### src/rtl/pipe_reg_chain.sv
// DEPTH-stage pipeline register chain: per-stage stall/flush, automatic bubbles, stage taps; DEPTH-1 edges input to out_*.
// Any stall at or beyond stage i holds stage i and drops in_ready; PIPE_REG_CHAIN_PERF_EN adds saturating perf counters.
module pipe_reg_chain #(
    parameter int DEPTH  = 4,
    parameter int WIDTH  = 64,
    parameter int CTRL_W = 8,
    localparam int OCC_W = $clog2(DEPTH + 1)
) (
    input  logic                      clk,
    input  logic                      reset,
    input  logic                      in_valid,
    input  logic [WIDTH-1:0]          in_data,
    input  logic [CTRL_W-1:0]         in_ctrl,
    output logic                      in_ready,
    input  logic [DEPTH-1:0]          stall,
    input  logic [DEPTH-1:0]          flush,
    output logic                      out_valid,
    output logic [WIDTH-1:0]          out_data,
    output logic [CTRL_W-1:0]         out_ctrl,
    output logic [DEPTH-1:0]          stage_valid,
    output logic [DEPTH*WIDTH-1:0]    stage_data_flat,
    output logic [DEPTH*CTRL_W-1:0]   stage_ctrl_flat,
    output logic [OCC_W-1:0]          occupancy,
    output logic [31:0]               stall_cycles,
    output logic [31:0]               bubble_count,
    output logic [31:0]               flush_count
);

    logic [DEPTH-1:0]  r_valid;
    logic [CTRL_W-1:0] r_ctrl [DEPTH];
    logic [WIDTH-1:0]  r_data [DEPTH];

    logic [DEPTH-1:0]  w_hold;
    logic [DEPTH-1:0]  w_bubble;
    logic [DEPTH-1:0]  w_src_valid;
    logic [CTRL_W-1:0] w_src_ctrl [DEPTH];
    logic [WIDTH-1:0]  w_src_data [DEPTH];

    // A stage may only move when nothing at or beyond it is stalled; the first
    // moving stage behind a held one receives a bubble.
    always_comb begin
        w_hold   = '0;
        w_bubble = '0;
        for (int i = 0; i < DEPTH; i++) begin
            w_hold[i] = |(stall >> i);
        end
        for (int i = 1; i < DEPTH; i++) begin
            w_bubble[i] = w_hold[i-1] & ~w_hold[i] & ~flush[i];
        end
    end

    always_comb begin
        w_src_valid[0] = in_valid;
        w_src_ctrl[0]  = in_valid ? in_ctrl : '0;
        w_src_data[0]  = in_data;
        for (int i = 1; i < DEPTH; i++) begin
            w_src_valid[i] = r_valid[i-1];
            w_src_ctrl[i]  = r_ctrl[i-1];
            w_src_data[i]  = r_data[i-1];
        end
    end

    always_ff @(posedge clk or posedge reset) begin
        if (reset) begin
            r_valid <= '0;
            for (int i = 0; i < DEPTH; i++) begin
                r_ctrl[i] <= '0;
                r_data[i] <= '0;
            end
        end else begin
            for (int i = 0; i < DEPTH; i++) begin
                if (flush[i]) begin
                    r_valid[i] <= 1'b0;
                    r_ctrl[i]  <= '0;
                end else if (!w_hold[i]) begin
                    if (w_bubble[i]) begin
                        r_valid[i] <= 1'b0;
                        r_ctrl[i]  <= '0;
                    end else begin
                        r_valid[i] <= w_src_valid[i];
                        r_ctrl[i]  <= w_src_ctrl[i];
                    end
                    r_data[i] <= w_src_data[i];
                end
            end
        end
    end

    assign in_ready    = ~w_hold[0];
    assign out_valid   = r_valid[DEPTH-1];
    assign out_data    = r_data[DEPTH-1];
    assign out_ctrl    = r_ctrl[DEPTH-1];
    assign stage_valid = r_valid;

    always_comb begin
        stage_data_flat = '0;
        stage_ctrl_flat = '0;
        occupancy       = '0;
        for (int i = 0; i < DEPTH; i++) begin
            stage_data_flat[i*WIDTH +: WIDTH]   = r_data[i];
            stage_ctrl_flat[i*CTRL_W +: CTRL_W] = r_ctrl[i];
            occupancy = occupancy + OCC_W'(r_valid[i]);
        end
    end

`ifdef PIPE_REG_CHAIN_PERF_EN
    logic [31:0]      r_stall_cycles;
    logic [31:0]      r_bubble_count;
    logic [31:0]      r_flush_count;
    logic [OCC_W-1:0] w_bubble_n;
    logic [OCC_W-1:0] w_kill_n;

    function automatic logic [31:0] sat_add(input logic [31:0] a, input logic [31:0] b);
        logic [32:0] s;
        s = {1'b0, a} + {1'b0, b};
        return s[32] ? 32'hFFFF_FFFF : s[31:0];
    endfunction

    always_comb begin
        w_bubble_n = '0;
        w_kill_n   = '0;
        for (int i = 0; i < DEPTH; i++) begin
            w_bubble_n = w_bubble_n + OCC_W'(w_bubble[i]);
            w_kill_n   = w_kill_n + OCC_W'(flush[i] & r_valid[i]);
        end
    end

    always_ff @(posedge clk or posedge reset) begin
        if (reset) begin
            r_stall_cycles <= '0;
            r_bubble_count <= '0;
            r_flush_count  <= '0;
        end else begin
            r_stall_cycles <= sat_add(r_stall_cycles, {31'd0, |stall});
            r_bubble_count <= sat_add(r_bubble_count, 32'(w_bubble_n));
            r_flush_count  <= sat_add(r_flush_count, 32'(w_kill_n));
        end
    end

    assign stall_cycles = r_stall_cycles;
    assign bubble_count = r_bubble_count;
    assign flush_count  = r_flush_count;
`else
    assign stall_cycles = 32'd0;
    assign bubble_count = 32'd0;
    assign flush_count  = 32'd0;
`endif

endmodule

### config.mk
export PLATFORM = sky130hd
export DESIGN_NAME = pipe_reg_chain
export DESIGN_NICKNAME = d
export VERILOG_FILES = /design/src/rtl/pipe_reg_chain.sv
export SDC_FILE = /design/constraint.sdc
export NUM_CORES = 1
export LEC_CHECK = 0
export ABC_AREA = 1
export CORE_AREA = 5 5 211 213
export CTS_CLUSTER_SIZE = 30
export DETAILED_ROUTE_END_ITERATION = 12
export DIE_AREA = 0 0 216 218
export PLACE_DENSITY_LB_ADDON = 0.15
export RECOVER_POWER = 25
export SYNTH_ARGS = -nofsm -noshare
export SYNTH_HDL_FRONTEND = slang
export SYNTH_SLANG_ARGS = --single-unit
### constraint.sdc
create_clock -name clk -period 10 [get_ports clk]
set_input_delay 1 -clock clk [delete_from_list [all_inputs] [get_ports clk]]
set_output_delay 1 -clock clk [all_outputs]
set_load 0.03 [all_outputs]
# Word level (Yosys, flattened, before mapping)
# Cells that the tools add are included.
# classes
addsub,3
n_mul,0
div_mod_pow,0
magnitude_cmp,0
eq_ne,4
n_shift,0
mux,23
n_bitwise,14
n_reduce_logical,7
# op_table
op,count
$mux W8,12
$mux W1,11
$not A1 Y1,8
$reduce_and A2 Y1,4
$and A1 B1 Y1,6
$ne A2 B2 Y1 const B,3
$reduce_or A4 Y1,1
$add A2 B1 Y3,1
$add A3 B1 Y3,1
$reduce_or A3 Y1,1
$add A1 B1 Y2,1
$ne A2 B1 Y1 const B,1
$reduce_or A2 Y1,1
# word_totals
ff_bits,292
latch_bits,0
ramBits,0
romBits,0
input_bits,83
output_inout_bits,465
wordCells,63
n_memories,0

# Logic depth before layout (Yosys ltp)
# Gate-level depths: netlist (run 1).
# depth
ltp_word,7
ltp_mapped,7
mapped_depth_nobuf,6

# Least setup slack after synthesis (run 1)
# No wires, ideal clock.
# synth_timing
path_type,register to output
startpoint,register r_valid[3] (netlist: stage_valid[3])
endpoint,output port occupancy[1]
arrival_time_ps,1786
t_required_ps,9000
path_slack_ps,7214
path_stages_with_launch,6
n_path_buf,0
path_cell_list,dfrtp_1 inv_1 fa_1 inv_1 ha_1 ha_1
# synth_between
elab_chain_cells,1
# synth_lines
element,line_no,text
from (decl),29,logic [DEPTH-1:0] r_valid;
"from (signal, indexed assignment)",80,r_valid[i] <= w_src_valid[i];
$add A3 B1 Y3,102,occupancy = occupancy + OCC_W'(r_valid[i]);
to (decl),23,"output logic [OCC_W-1:0] occupancy,"
# Every way passes these cells.

# Worst setup path in the final report (run 1)
# layout_timing
startpoint,input port stall[3]
endpoint,"register r_data, in the netlist stage_data_flat[190]"
# layout_between
elab_chain_cells,3
# layout_lines
element,line_no,text
from (decl),15,"input logic [DEPTH-1:0] stall,"
$reduce_or A2 Y1,45,w_hold[i] = |(stall >> i);
$not A1 Y1 (no source line),--,
$reduce_and A2 Y1 (no source line),--,
"to (signal, indexed assignment)",83,r_data[i] <= w_src_data[i];
to (decl),31,logic [WIDTH-1:0] r_data [DEPTH];
# Every way passes these cells.
# A chain may end at the register's enable or synchronous reset.

==> results of run 1 <==
[registers in the layout (all words and copies together) (netlist names)]
signal           count
out_ctrl             8
out_data            64
stage_ctrl_flat     24
stage_data_flat    192
stage_valid          4
[routing by layer]
| layer | vias to the layer above | wire (um) |
|---|---|---|
| li1 | 4921 | - |
| met2 | 308 | 20100 |
| met1 | 4682 | 17300 |
| met3 | 69 | 2410 |
| met5 | - | 0 |
| met4 | 0 | 1340 |
[layout make-up]
class / count / area (um^2) / area share
sequential: 292 / 7310 / 0.410
timing repair buffer: 461 / 4570 / 0.256
multi-input combinational: 921 / 3760 / 0.211
clock buffer: 56 / 1110 / 0.0621
tap: 546 / 683 / 0.0383
inverter: 88 / 338 / 0.0190
clock inverter: 5 / 53.8 / 0.00302
antenna: 4 / 10.0 / 0.000561
[stage by stage]
step	instances	total power, W	hold WS [ps]
after floorplan	1538	0.00265	663
final	2373	0.00461	493
after CTS	2369	0.00468	497
after global placement	2308	0.00336	475
after global routing	2372	0.00483	522
after detailed placement	2308	0.00337	484
[worst paths after layout]
kind / start / slack (ps) / endpoint / cells after the start
worst max-delay path: stall[3] / 4620 / stage_data_flat[190] / 8
worst min-delay path: stage_data_flat[38] / 490 / stage_data_flat[38] / 2
worst max register to register: stage_valid[2] / 9140 / stage_valid[2] / 2
worst min register to register: stage_data_flat[38] / 490 / stage_data_flat[38] / 2
max in group asynchronous: reset / 6040 / stage_data_flat[187] / 3
min in group asynchronous: reset / 1130 / stage_data_flat[25] / 2
[power by group through the flow]
stage               combinational [W]  clock (W)  sequential (W)
global route                  0.00177    0.00137         0.00169
floorplan                    0.000545          0         0.00210
global placement              0.00169          0         0.00167
detailed placement            0.00169          0         0.00168
CTS                           0.00170    0.00132         0.00166
finish                        0.00168    0.00128         0.00165
[cells in the final DEF, fill, tap and decap left out, types with 2 or more instances in the layout]
cell type        Yosys  layout
clkbuf_1            13      10
clkdlybuf4s50_1      0     448
nor2_1               9      11
clkinv_1             4       4
ha_1                 2       2
clkbuf_8             0      11
diode_2              0       4
o21ai_1             70      65
buf_4              182       8
nand2_1            615     616
dfrtp_1            292     292
clkbuf_16            0      37
inv_1               83      82
conb_1               1      96
clkinv_2             0       3
nand3_1             38      37
o21ai_0             84      89
buf_2               42       2
[logic make-up (layout without fill, tap and decap cells)]
kind of cell,count (synthesis),in the layout,synth area share
flip-flops,292,292,0.577
AO/OA/AOI/OAI,154,154,0.0609
other,1,100,0.000296
adder cells (fa/ha/maj),3,3,0.00356
buffers and inverters,325,610,0.154
AND/OR/NAND/NOR,668,668,0.204
[worst register-to-register path, cell delays in order (launching register included)]
cell and delay, ps:
dfrtp_1 430, nand3_1 110, o21ai_0 80
==> impl_results.md, run 1 <==
* Status: finished with violations
* Violated checks: max-capacitance violations, max-slew violations
* Antenna Nets Post-Route at 0
* Num rows at 76
* IR drop worst, VDD at 0.109 mV
* Most frequent CP cell: nand2_1
* Vias at roughly 10,000
* Mapped cell area at 12,700 um^2
* Slowest-stage cell, CP: nand2_1
* Initial antenna violation count at 3
* Post-synthesis sequential area ratio at 0.577
* Fin area at 17,800 um^2
* Post-synth top flop: dfrtp_1
* Met1 global-route usage at 0.212
* CTS max path bufs at 3
* Number of flops mapped to enable cells by yosys at 0
* Startpoint Class: primary input
* # IOs at 548
* Via/cell ratio at 4.21
* Residual DRC count at 0
* CP bufs+invs at 4
* Share of power burned in registers at 0.359
* Top cells by count, synth: nand2_1, dfrtp_1, buf_4
* P_sw at 0.00176 W
* Met3 Use GR at 0.0390
* CTS tree: yes
* Worst setup margin at 4620 ps
* Gates resized, CTS repair at 0
* Synth-to-layout area growth at 40.8%
* Die Ht at around 220 um
* CTS Root Cell: clkbuf_16
* Port Buffer Count at 451
* TNS Setup at 0 ps
* Clock Sink Count at 292
* Max FO, Critical Path at 75
* Top-count cell post-synth: nand2_1
* Ys Warns at 0
* F_max at between 0.15 and 0.2 GHz
* Drt initial violations at roughly 590
* Mapped Cells at 1,443
* Total wire length at around 41,000 um
* Combinational power share at 0.364
* GR peak layer: met2
* Worst Skew at 10.4 ps
* Worst slack at placement at 6060 ps
* Cell taking the most area after synthesis: dfrtp_1
* Tmin final at 5380 ps
* Crit path DAT at just under 6000 ps
* Worst-path clk slew at approximately 60 ps
* Kind of end point of the critical path: register
* Die Wd at 216 um
* WL/cell at 17.3 um
* Slew HR at -1.51
* Final setup fails at 0
* Largest net degree at the start of global routing at approximately 130
* Die ar. at between 40,000 and 50,000 um^2
* Drt pass-1 iters at 4
* Max-cap check violation count at 3
* Worst-Skew Late Latency at roughly 520 ps
* P_leak at 8.67 nW
* Fin crit share at 0.538
* First-pass GRT wire length at between 60,000 and 70,000 um
* Crit path required time at a little over 10,000 ps
* Final max-slew violation count at between 150 and 200
* Post-synth top area share at 0.577
* Synthesized area per cell at 8.77 um^2
* CP peak stage delay at 1950 ps
* CTS HTree Levels at 2
* RSZ-0062 raised after global routing: no
* Worst-margin pin slew at 3760 ps
* Final core occ at 0.419
* Buffer count from post-CTS setup fixing at 0
* Met2 GRT Util at 0.277
* Post-place instance area at between 15,000 and 20,000 um^2
* GRT Residual Overflow at 0
* Yosys reg bits at slightly below 300
* Core area at around 43,000 um^2
* GPL Wtd Cong at 0.812
* Post-synth ARST share at 1.00
* Initial cell density of the core at 0.298
* Min-Delay Path Class: reg2reg
* Delay-heaviest family, CP: simple AND/OR/NAND/NOR gates
* Cell variety after synth at 19
* Hold_buf cts at 0
* Sw Ratio at 0.382
* Layout cells sized above 1 at 0.0373
* Number of CTS-inserted buffers at 36
* Internal power at 0.00285 W
* FILL cells at between 4,000 and 5,000
* Worst-path cell chain: buf_2 > buf_4 > nor2_1 > nand2_1 > inv_2 > buf_4 > nand2_1 > nand2_1
* Final Hold Viols at 0
* Top post-synthesis cells by area: dfrtp_1, nand2_1, buf_4
* DP HPWL at between 20,000 and 30,000 um
* Fin nets at 1,886
* Crit Path Category: in2reg
* Vias in the first global route at 9,893
* Pwr dens at about 260 nW/um^2
* Total track usage at 0.167
* Clock share of power at 0.277
No activity file was read; power rests on OpenSTA's default activity.
==> inputs of run 2 (changes only) <==
==> constraint.sdc (replaced) <==
create_clock -name clk -period 5.59 [get_ports clk]
set_input_delay 0.559 -clock clk [delete_from_list [all_inputs] [get_ports clk]]
set_output_delay 0.559 -clock clk [all_outputs]
set_load 0.03 [all_outputs]
==> run 2 against run 1 <==
The flow still finishes with violations (max-capacitance violations, max-slew violations). Largest power group unchanged. Hold slack better by 1.1 ps. Clock power is 70% higher. Combinational power is 78% higher. Register-to-register slack got worse by 4300 ps. Critical endpoint is now stage_data_flat[129]. Worst setup slack worse by 2700 ps. First-iteration DRC count fell by 7.3%. Clock skew shrank 3.6 ps. Largest cell class unchanged. Global-route usage decreased by 0.090 points.
==> impl_results.md, run 2 (same netlist as run 1, synthesis figures left out) <==
* CTS max path bufs at 3 (unchanged)
* Multi-input logic area at 3780 um^2 (was 3760 um^2)
* Total track usage at 0.166 (was 0.167)
* Die Ht at 218 um (unchanged)
* Min-Delay Path Class: reg2reg (unchanged)
* Met2 GRT Util at 0.275 (was 0.277)
* Most common cell after layout, fill and taps aside: nand2_1 (unchanged)
* FILL cells at 4,249 (was 4,339)
* Buffer count from post-CTS setup fixing at 0 (unchanged)
* Crit Path Category: in2async (was in2reg)
* Commonest non-fill, non-tap cells in the layout: nand2_1, clkdlybuf4s50_1, dfrtp_1 (unchanged)
* Pwr dens at 458 nW/um^2 (was 258 nW/um^2)
* Worst Skew at 6.73 ps (was 10.4 ps)
* Drt pass-1 iters at 5 (was 4)
* Post-place instance area at 16,700 um^2 (about the same)
* Met3 Use GR at 0.0361 (was 0.0390)
* Max FO, Critical Path at 125 (was 75)
* CTS tree: yes (unchanged)
* Hold_buf cts at 0 (unchanged)
* DP HPWL at 29,100 um (was 29,200 um)
* Violated checks: max-capacitance violations, max-slew violations (unchanged)
* Fin nets at 1,885 (was 1,886)
* Final Hold Viols at 0 (unchanged)
* Die ar. at 47,100 um^2 (unchanged)
* Gates resized, CTS repair at 0 (unchanged)
* Initial cell density of the core at 0.298 (unchanged)
* Status: finished with violations (unchanged)
* Crit path DAT at 3610 ps (was 5770 ps)
* # IOs at 548 (unchanged)
* Pwr Total at 0.00814 W (was 0.00461 W)
* Core area at 42,500 um^2 (unchanged)
* Max reg flops at 192 (unchanged)
* Met1 global-route usage at 0.216 (was 0.212)
* GRT Residual Overflow at 0 (unchanged)
* P_leak at 8.65 nW (was 8.67 nW)
* Final setup fails at 0 (unchanged)
* Fin crit share at 0.663
* RSZ-0062 raised after global routing: no (unchanged)
* Layout cells sized above 1 at 0.0385 (was 0.0373)
* Residual DRC count at 0 (unchanged)
* Drt initial violations at 544 (was 587)
* F_max at about 0.27 GHz
* Vias at 9,910 (was 9,980)
* Vias in the first global route at 9,700 (was 9,893)
* WL/cell at 17.3 um (about the same)
* TNS Setup at 0 ps (unchanged)
* Worst setup margin at 1880 ps (was 4620 ps)
* Kind of end point of the critical path: asynchronous set/reset pin (was register)
* CTS HTree Levels at 2 (unchanged)
* Num rows at 76 (unchanged)
* Antenna Nets Post-Route at 0 (unchanged)
* Crit path required time at 5490 ps (was 10,390 ps)
* Worst-Skew Late Latency at 520 ps (about the same)
* Via/cell ratio at 4.19 (was 4.21)
* Worst slack at placement at 2520 ps (was 6060 ps)
* Total wire length at 41,000 um (was 41,200 um)
* Worst-margin pin slew at 3220 ps (was 3760 ps)
* GR peak layer: met2 (unchanged)
* Max-cap check violation count at 1 (was 3)
* Final max-slew violation count at 126 (was 192)
* CTS Root Cell: clkbuf_16 (unchanged)
* Clock Sink Count at 292 (unchanged)
* Tmin final at 3710 ps
* Initial antenna violation count at 1 (was 3)
* Number of CTS-inserted buffers at 36 (unchanged)
* IR drop worst, VDD at 0.177 mV (was 0.109 mV)
* Largest net degree at the start of global routing at 168 (was 128)
* Port Buffer Count at 451 (unchanged)
* Die Wd at 216 um (unchanged)
* FF/Latch Area at 7310 um^2 (unchanged)
* GPL Wtd Cong at 0.800 (was 0.812)
* First-pass GRT wire length at 61,400 um (was 61,900 um)
* Startpoint Class: primary input (unchanged)
* Fin area at 17,800 um^2 (about the same)
* Worst-path clk slew at 50 ps (was 60 ps)
* Slew HR at -1.14 (was -1.51)
* Synth-to-layout area growth at 40.4% (was 40.8%)
## run 2: cell count changes in the layout (fill, tap and decap cells not counted), moves of 2 or more
cell	before	now
o21ai_1	65	70
nor2_1	11	9
nor2_4	1	3
clkbuf_8	11	8
o21ai_0	89	84
clkbuf_1	10	8
nand2_1	616	614
diode_2	4	1
## run 2: final cells by class
type	instances	share of cell area
antenna	1	0.000141
tap	546	0.0384
multi-input combinational	921	0.213
timing repair buffer	460	0.258
sequential	292	0.411
clock buffer	53	0.0600
clock inverter	5	0.00155
inverter	88	0.0186
## run 2: power by group
part	switching [W]	internal, W	total (W)
registers	0.000408	0.00255	0.00296
clock network	0.000874	0.00131	0.00218
logic	0.00185	0.00114	0.00299
## run 2: final timing paths
path,from,to,slack (ps),depth (start not counted)
min,stage_data_flat[63],stage_data_flat[63],490,2
min in group asynchronous,reset,stage_data_flat[176],740,3
max,reset,stage_data_flat[129],1880,3
max reg2reg,stage_valid[0],stage_valid[1],4800,2
min reg2reg,stage_data_flat[63],stage_data_flat[63],490,2
max in group clk,stage_valid[3],occupancy[1],2290,6
## run 2: stage by stage
| stage | std cells | util | hold slack (ps) |
|---|---|---|---|
| 6_report | 2366 | 0.418 | 494 |
| 5_1_grt | 2366 | 0.418 | 515 |
| 4_1_cts | 2365 | 0.419 | 495 |
| 3_5_place_dp | 2307 | 0.393 | 480 |
| 3_3_place_gp | 2307 | 0.393 | 477 |
| 2_1_floorplan | 1538 | - | 663 |
## run 2: worst max-delay path: stages
cell	delay [ps]
dlygate4sd3_1	550
clkinvlp_2	120
clkbuf_2	2180
## run 2: metal layers
layer	up-vias	share of wire
met5	-	0
met4	0	0.029
met3	66	0.057
met2	306	0.49
met1	4633	0.42
li1	4905	-
